File: src/rtl/core_pkg.sv
// Shared core definitions: multiply sequencer state encoding, operand width
// and the adder-control bundle that the op decoder produces.
package core_pkg;

  localparam int MUL_WIDTH = 16;

  typedef logic [1:0] mul_state_t;
  localparam logic [1:0] ST_IDLE = 2'd0;
  localparam logic [1:0] ST_RUN  = 2'd1;
  localparam logic [1:0] ST_DONE = 2'd2;

  typedef struct packed {
    logic [MUL_WIDTH-1:0] b;
    logic                 cin;
    logic                 is_sub;
  } add_op_t;

endpackage

File: src/rtl/mul_op_sel.sv
// Per-iteration operation decoder: chooses add M, subtract M (as ~M + 1)
// or no-op for radix-2 Booth (signed) or plain shift-add (unsigned).
module mul_op_sel
  import core_pkg::*;
#(
  parameter int WIDTH = MUL_WIDTH
) (
  input  logic             active,
  input  logic             signed_mode,
  input  logic             q0,
  input  logic             qm1,
  input  logic [WIDTH-1:0] m,
  output logic [WIDTH-1:0] add_b,
  output logic             add_cin,
  output logic             add_is_sub
);

  always_comb begin
    add_b      = '0;
    add_cin    = 1'b0;
    add_is_sub = 1'b0;
    if (active) begin
      if (signed_mode) begin
        case ({q0, qm1})
          2'b01: add_b = m;
          2'b10: begin
            add_b      = ~m;
            add_cin    = 1'b1;
            add_is_sub = 1'b1;
          end
          default: add_b = '0;
        endcase
      end else if (q0) begin
        add_b = m;
      end
    end
  end

endmodule

File: src/rtl/mul_seq_ctrl.sv
// Multi-cycle 16x16 multiply sequencer driving the shared external add/sub
// unit: 16 Booth or shift-add iterations with a Start/Busy/Done handshake.
module mul_seq_ctrl
  import core_pkg::*;
#(
  parameter int WIDTH = MUL_WIDTH,
  parameter int CNT_W = 4
) (
  input  logic               clk,
  input  logic               rst_n,
  input  logic               Start,
  input  logic               Signed,
  input  logic [WIDTH-1:0]   Mcand,
  input  logic [WIDTH-1:0]   Mplier,
  output logic [WIDTH-1:0]   AddA,
  output logic [WIDTH-1:0]   AddB,
  output logic               AddCin,
  output logic               AddIsSub,
  input  logic [WIDTH-1:0]   AddS,
  input  logic               AddCout,
  output logic               Busy,
  output logic               Done,
  output logic [2*WIDTH-1:0] Product
);

  mul_state_t       state_q, state_d;
  logic [WIDTH-1:0] acc_q, acc_d;
  logic [WIDTH-1:0] q_q, q_d;
  logic [WIDTH-1:0] m_q, m_d;
  logic             qm1_q, qm1_d;
  logic             signed_q, signed_d;
  logic [CNT_W-1:0] cnt_q, cnt_d;
  logic             run;
  logic             ext;

  assign run = (state_q == ST_RUN);

  mul_op_sel #(.WIDTH(WIDTH)) u_op_sel (
    .active      (run),
    .signed_mode (signed_q),
    .q0          (q_q[0]),
    .qm1         (qm1_q),
    .m           (m_q),
    .add_b       (AddB),
    .add_cin     (AddCin),
    .add_is_sub  (AddIsSub)
  );

  // Bit 16 of the sign-extended sum; the adder's own MSB is wrong on overflow.
  assign ext = signed_q ? (acc_q[WIDTH-1] ^ AddB[WIDTH-1] ^ AddCout) : AddCout;

  always_comb begin
    state_d  = state_q;
    acc_d    = acc_q;
    q_d      = q_q;
    m_d      = m_q;
    qm1_d    = qm1_q;
    signed_d = signed_q;
    cnt_d    = cnt_q;
    case (state_q)
      ST_IDLE, ST_DONE: begin
        if (Start) begin
          state_d  = ST_RUN;
          acc_d    = '0;
          q_d      = Mplier;
          m_d      = Mcand;
          qm1_d    = 1'b0;
          signed_d = Signed;
          cnt_d    = '0;
        end else begin
          state_d = ST_IDLE;
        end
      end
      ST_RUN: begin
        {acc_d, q_d, qm1_d} = {ext, AddS, q_q};
        cnt_d = cnt_q + CNT_W'(1);
        if (cnt_q == CNT_W'(WIDTH - 1)) begin
          state_d = ST_DONE;
        end
      end
      default: state_d = ST_IDLE;
    endcase
  end

  always_ff @(posedge clk or negedge rst_n) begin
    if (!rst_n) begin
      state_q  <= ST_IDLE;
      acc_q    <= '0;
      q_q      <= '0;
      m_q      <= '0;
      qm1_q    <= 1'b0;
      signed_q <= 1'b0;
      cnt_q    <= '0;
    end else begin
      state_q  <= state_d;
      acc_q    <= acc_d;
      q_q      <= q_d;
      m_q      <= m_d;
      qm1_q    <= qm1_d;
      signed_q <= signed_d;
      cnt_q    <= cnt_d;
    end
  end

  assign AddA    = acc_q;
  assign Busy    = run;
  assign Done    = (state_q == ST_DONE);
  assign Product = {acc_q, q_q};

endmodule

File: config.mk
export PLATFORM = sky130hd
export DESIGN_NAME = mul_seq_ctrl
export DESIGN_NICKNAME = d
export VERILOG_FILES = /design/src/rtl/core_pkg.sv /design/src/rtl/mul_op_sel.sv /design/src/rtl/mul_seq_ctrl.sv
export SDC_FILE = /design/constraint.sdc
export NUM_CORES = 1
export LEC_CHECK = 0
export ABC_AREA = 1
export CORE_ASPECT_RATIO = 1.1
export CORE_MARGIN = 2
export CORE_UTILIZATION = 40
export CTS_BUF_LIST = sky130_fd_sc_hd__clkbuf_4
export DETAILED_ROUTE_END_ITERATION = 6
export GPL_TIMING_DRIVEN = 1
export MAX_ROUTING_LAYER = met4
export PLACE_DENSITY_LB_ADDON = 0.3
export SYNTH_ARGS = -nofsm -noshare
export SYNTH_HDL_FRONTEND = slang
export SYNTH_HIERARCHICAL = 1
export SYNTH_SLANG_ARGS = --single-unit
File: constraint.sdc
create_clock -name clk -period 1.6 [get_ports clk]
set_clock_uncertainty 0.05 [all_clocks]
set_input_delay 0.32 -clock clk [delete_from_list [all_inputs] [get_ports clk]]
set_output_delay 0.32 -clock clk [all_outputs]
set_load 0.05 [all_outputs]
==> key figures <==
Yosys
  – Distinct cells, synth: 24
  – Post-synthesis async set-or-reset flop share: 1.000
  – Top cells by area, synth: dfrtp_1 43%, nand2_1 11%, nand3_1 8.1%, mux2_4 6.9%, buf_4 4.8%
  – Share of the synthesized area in the top cell type: 0.4291
  – Synth Area in Adders: 0.003831
  – Number of synthesized register bits: 56
  – Area of the mapped netlist: 3266 sq um
  – Syn. warnings: 6
  – Compound-Gate Fraction of Synth Area: 0.07816
  – Count leader, synth: nand2_1
  – Synth Flop Type: dfrtp_1
  – Synth Area in XOR/XNOR: 0
  – Simple-gate portion of the synthesized area: 0.2498
  – Synth cell count leaders: 95 x nand2_1, 56 x dfrtp_1, 53 x nand3_1
  – Leading area contributor after synthesis: dfrtp_1
  – Syn avg cell area: 8.504 sq um
  – Syn Nets: 438
  – Cell count after synthesis: 384
  – Largest family of logic cells by synthesized area: simple AND/OR/NAND/NOR gates
  – Post-synth EDFFs: 0
  – Post-synthesis mux area share: 0.07586
  – Sequential area share after synthesis: 0.4291

STA
  – Fmax: 0.4935 GHz
  – RSZ-0062 raised after global routing: yes
  – Fin. max-slew vios: 0
  – Least-Margin Pin Slew: 0.3145 ns
  – Slew margin rel.: 0.7904
  – Final min period: 2.026 ns
  – Hold Fails Final Rpt: 0
  – Setup WS post-layout: -0.4262 ns
  – Final setup fails: 21
  – Setup TNS: -7.111 ns
  – Final period utilization: 1.266

Routing
  – Pre-Repair DR Iteration Count: 4
  – Detail Route Antenna Nets: 0
  – Drt wl/cell: 15.80 um
  – DR iter-0 viols: 148
  – Vias/cell: 5.061
  – Routed Wire Length: 9.591 mm
  – Residual DRC: 0
  – DR vias: 3072

Placed design
  – Final HPWL DP: 6.377 mm
  – Port bufs: 120
  – GPL Wtd Cong: 0.8256

Global route
  – Initial antenna violation count: 0
  – Gr usage total: 0.2076
  – GR Overflow Total: 0
  – First-pass GRT wire length: 14.61 mm
  – Vias in the first global route: 3007
  – Largest net degree at the start of global routing: 57

Setup path
  – Reg2Reg Depth: 13
  – Setup crit start: q_q[0]
  – CP max stage delay: 0.45 ns
  – Reg2reg start: q_q[0]
  – R2r endpoint: AddA[15]
  – Flop-to-flop setup slack: -0.10 ns
  – Critical Path RT: 1.23 ns
  – Crit path to: AddB[8]
  – CP max-delay cell: dfrtp_2
  – Endpoint type of the worst setup path: output pin
  – Worst setup SP type: register
  – Kind of critical path: register to output pin
  – Critical-path cell list: buf_12, buf_6, nand3_1, nand3_1, nand2_2, clkinvlp_4, buf_12
  – Arr. time, crit path: 1.66 ns
  – Max FO, Critical Path: 8

CTS
  – Clock-pin slew on the worst setup and hold paths: 0.16 ns
  – Root Driver: clkbuf_4
  – Clk_lat worst skew: 0.38 ns
  – Deepest clock path buffer count: 2
  – TritonCTS clock tree: yes
  – H-tree depth: 2
  – Total CTS buffers: 5
  – Clk sinks: 56

Final layout
  – Share of layout cells above drive strength 1: 0.4228
  – Synthesis-to-finish area growth: 73.52%
  – FILL cells: 569
  – Fin nets: 554
  – Number of diodes: 0
  – Finished Core Util: 0.7162

Hold path
  – Hold Crit Class: input pin to asynchronous set/reset pin

Die
  – Chip width: 90.15 um
  – Initial Util: 0.4127
  – Core area: 7913 sq um
  – Die ar.: 8904 sq um
  – Vert. Die Dim: 98.77 um
  – Number of placed I/O pins: 121
  – Rows: 34

Job
  – Max-cap viol count: 0

Run status
  – Failing checks: negative setup slack
  – Outcome: finished, violations left
==> per-stage QoR <==
step	instances	area (sq um)	hold WS, ns	setup slack (ns)
floorplan	384	3407	-0.02559	-0.2876
detailed placement	589	5214	0.2939	-0.07736
finish	607	5667	0.3850	-0.4262
CTS	600	5379	0.3979	-0.3881
global route	607	5667	0.3848	-0.5160
global placement	589	5214	0.2937	-0.03707
==> timing repair <==
item,CTS,global route
hold buffers,1,0
buffers inserted,3,5
gates cloned,1,3
endpoints found under the hold margin,56,0
resized for setup,19,50
pin swaps,2,21
endpoints found under the setup margin,20,36
==> registers in the layout, summed over array words and instances, names as in the netlist <==
signal	count
AddA	16
m_q	16
q_q	16
cnt_q	4
state_q	2
qm1_q	1
signed_q	1
==> area by class of cell <==
cell class / count / area (sq um) / share of cell area
repair inverters: 1 / 6.256 / 0.001104
repair buffers: 149 / 2261 / 0.3990
multi-input cells: 243 / 1555 / 0.2745
clock buffers: 6 / 45.04 / 0.007949
inverters: 44 / 260.3 / 0.04593
well taps: 108 / 135.1 / 0.02385
flip-flops and latches: 56 / 1404 / 0.2477
==> critical path, delay by kind of cell (launching register included) <==
family                 cells  cell delay, ns
DFF                        1            0.45
buffers and inverters      4            0.53
and+or+nand+nor            3            0.29
==> worst min path at each step <==
stage / endpoint / start / depth (start not counted)
floorplan: AddA[0] / rst_n / 0
global placement: AddA[10] / rst_n / 2
detailed placement: AddA[8] / rst_n / 2
CTS: AddA[8] / rst_n / 3
global route: AddA[8] / AddS[9] / 3
finish: AddA[8] / rst_n / 3
==> cells in the final DEF (no fill, tap or decap), drive strengths merged, types with 7 or more instances in the layout <==
cell | Yosys | final
nand2 | 97 | 97
buf | 41 | 95
dfrtp | 56 | 56
nand3 | 53 | 53
clkdlybuf4s50 | 0 | 51
inv | 44 | 28
nor2 | 20 | 20
mux2 | 17 | 17
a21oi | 17 | 17
clkinvlp | 0 | 16
nor3 | 15 | 15
o22ai | 14 | 14
clkbuf | 0 | 7
==> layer usage <==
layer	track usage	wire [um]	up-vias
li1	-	-	1458
met5	-	0	-
met1	0.2366	3698	1507
met4	0.04497	98	0
met2	0.3765	5335	97
met3	0.04434	458	10
==> cells by family (layout without fill, tap and decap cells) <==
group / count (synthesis) / in the layout
AO/OA/AOI/OAI: 38 / 38
buffers and inverters: 85 / 200
AND/OR/NAND/NOR: 187 / 187
flip-flops: 56 / 56
adder cells (fa/ha/maj): 1 / 1
multiplexers: 17 / 17
Power is left out: the tool's default activity adds up to more than one toggle a clock period on the data nets, which glitch-free logic cannot reach.
==> patch (config.mk and constraints unchanged) <==
The parameter `CNT_W` goes from 4 to 5.
--- a/src/rtl/mul_seq_ctrl.sv
+++ b/src/rtl/mul_seq_ctrl.sv
@@ -4,7 +4,7 @@
   import core_pkg::*;
 #(
   parameter int WIDTH = MUL_WIDTH,
-  parameter int CNT_W = 4
+  parameter int CNT_W = 5
 ) (
   input  logic               clk,
   input  logic               rst_n,
Behaviour: same outputs for any inputs over 10 cycles, from zero or initial values and one cycle with rst_n low; that may be too few to reach the edited logic, so the function may still have changed.
==> patch against the unedited design <==
The run still ends with negative setup slack left. Design area shrank 1.8%. Routed wire length down 6.8%. Global-route usage decreased by 0.34 points. Cell count rose by 9.1%. Synthesized cell count up 14%. Area after synthesis increased by 1.6%. Maximum frequency increased by 3.3%. Worst setup slack better by 0.064 ns. Sequential cell count up 1. Core utilization is 2.0 points lower. Critical endpoint is now AddB[5].
Power is not shown: default switching activity piles up to over one toggle a cycle in this logic, so the estimate is an artifact.
==> patch: results (changes against the unedited design) <==
Run status
  • Failing checks: negative setup slack
  • Status: finished with violations

Route
  • Detailed router's first-iteration violation count: 131 (-11%)
  • DR pass1 iterations: 6 (+2)
  • Drt total wl: 8.941 mm (-6.8%)
  • Avg Vias per Cell: 4.834 (-4.5%)

Setup path
  • Worst r2r src: q_q[0]
  • CP Data Arrival Time: 1.59 ns (-0.07 ns)
  • Crit-path max FO: 17 (+9)
  • R2r setup slk: -0.07 ns (+0.03 ns)
  • Worst R2R End: AddA[15]
  • FF-to-FF path depth: 12 (-1)

Clocking
  • Worst-skew pair later-pin latency: 0.38 ns (about the same)
  • Maximum clock path buffer count: 2 (unchanged)
  • # H-tree levels: 3 (+1)
  • Reg clk slew, reported paths: 0.10 ns (-0.06 ns)
  • CTS Root Cell: clkbuf_4
  • CTS Buf Count: 9 (+4)

Logic synthesis
  • Mapped Nets: 492 (+12%)
  • Async SR Flop Fraction: 100.0% (unchanged)
  • Sequential area share after synthesis: 42.99% (+0.075 points)
  • Post-synthesis mux area share: 0% (-7.6 points)
  • Yosys warns: 6 (unchanged)
  • Compound-cell area share of the yosys netlist: 5.015% (-2.8 points)
  • Ranking of synthesized cells by area: dfrtp_1 (43%), nand2_1 (21%), nand3_1 (9.4%), buf_4 (5.2%), inv_1 (4.6%)
  • Synth cell count leaders: nand2_1 (183), nand3_1 (62), dfrtp_1 (57)
  • Most common flop cell mapped by yosys: dfrtp_1
  • Xor and xnor area share after synthesis: 0% (unchanged)
  • Synth Area in Adders: 0.7541% (+0.37 points)
  • Synth cell types: 24 (unchanged)

Global routing
  • Grt ovf: 0 (unchanged)
  • GRT Total Usage: 20.43% (-0.34 points)
  • Largest net degree at the start of global routing: 38 (-33%)
  • Initial antenna violation count: 0 (unchanged)
  • First-pass GRT wire length: 14.57 mm (-0.29%)
  • Vias in the first global route: 3177 (+5.7%)

Place
  • Hpwl dp: 6.280 mm (-1.5%)
  • Global placement routability congestion: 0.8076 (-2.2%)
  • DP Worst Slack: 0.04752 ns (+0.1249 ns)
  • Port Buffers: 120 (unchanged)

Timing
  • Hold WS: 0.3862 ns (+0.001174 ns)
  • Final TNS setup: -5.907 ns (+1.205 ns)
  • Final setup violation count: 20 (-4.8%)
  • Min setup slack post-route: -0.3622 ns (+0.06406 ns)
  • Worst-Margin Slew: 0.4773 ns (+0.1628 ns)

Final layout
  • Layout cells sized above 1: 34.48% (-7.8 points)
  • Fillers: 625 (+9.8%)
  • Final-stage net count: 604 (+9.0%)
  • N_diodes: 0 (unchanged)

Min path
  • Worst Hold Class: primary input to asynchronous set/reset pin
[patch: changes by cell type after synthesis, moves of 4 or more]
cell,change
mux2_4,-15
o22ai_1,-13
nand2_1,+88
nand3_1,+9
nand3_2,+4
nor2_1,-11
nor3_1,-14
[patch: kinds of logic after synthesis]
kind of cell / after synthesis
fa+ha+maj: 2
compound gates: 25
simple gates: 265
buf+inv: 88
flops: 57
[patch: area by class of cell]
cell class | count | share of cell area (%)
clock buffer | 11 | 1.484
tap | 108 | 2.428
multi-input combinational | 292 | 26.93
inverter | 48 | 4.811
clock inverter | 5 | 0.4047
timing repair buffer | 141 | 38.26
sequential | 57 | 25.67
[patch: stage by stage]
step	cells	instance area, um2
4_1_cts	658	5438
3_5_place_dp	637	5195
5_1_grt	662	5565
6_report	662	5565
3_3_place_gp	637	5195
2_1_floorplan	437	3462
[patch: metal layers]
metal / track usage (%) / vias up / part of all wire (%)
li1: - / 1560 / -
met1: 23.50 / 1501 / 40
met2: 33.81 / 125 / 51
met3: 6.439 / 14 / 7.0
met4: 7.343 / 0 / 1.9
met5: - / - / 0
[patch: worst max-delay path by stage]
| stage | end | start | slack [ns] |
|---|---|---|---|
| floorplan | AddIsSub | state_q[1] | -0.22 |
| global placement | q_q[0] | Start | 0.06 |
| finish | AddB[5] | q_q[0] | -0.36 |
| detailed placement | AddA[15] | qm1_q | 0.05 |
| global route | AddB[12] | q_q[0] | -0.45 |
| CTS | AddB[13] | q_q[0] | -0.35 |
[patch: what timing repair did]
| item | 4_1_cts | 5_1_grt |
|---|---|---|
| pin swaps | 1 | 0 |
| gates cloned | 1 | 1 |
| buffers inserted | 3 | 3 |
| endpoints found under the hold margin | 57 | 0 |
| setup endpoints to repair | 20 | 22 |
| gates resized for setup | 24 | 17 |
| hold buffers | 1 | 0 |
[patch: critical path, stage by stage, from the launching register on]
cell and delay [ns]:
dfrtp_2 0.48, clkbuf_16 0.21, nand3_1 0.11, nand3_2 0.09, nand2_2 0.09, clkinvlp_4 0.09, buf_12 0.15
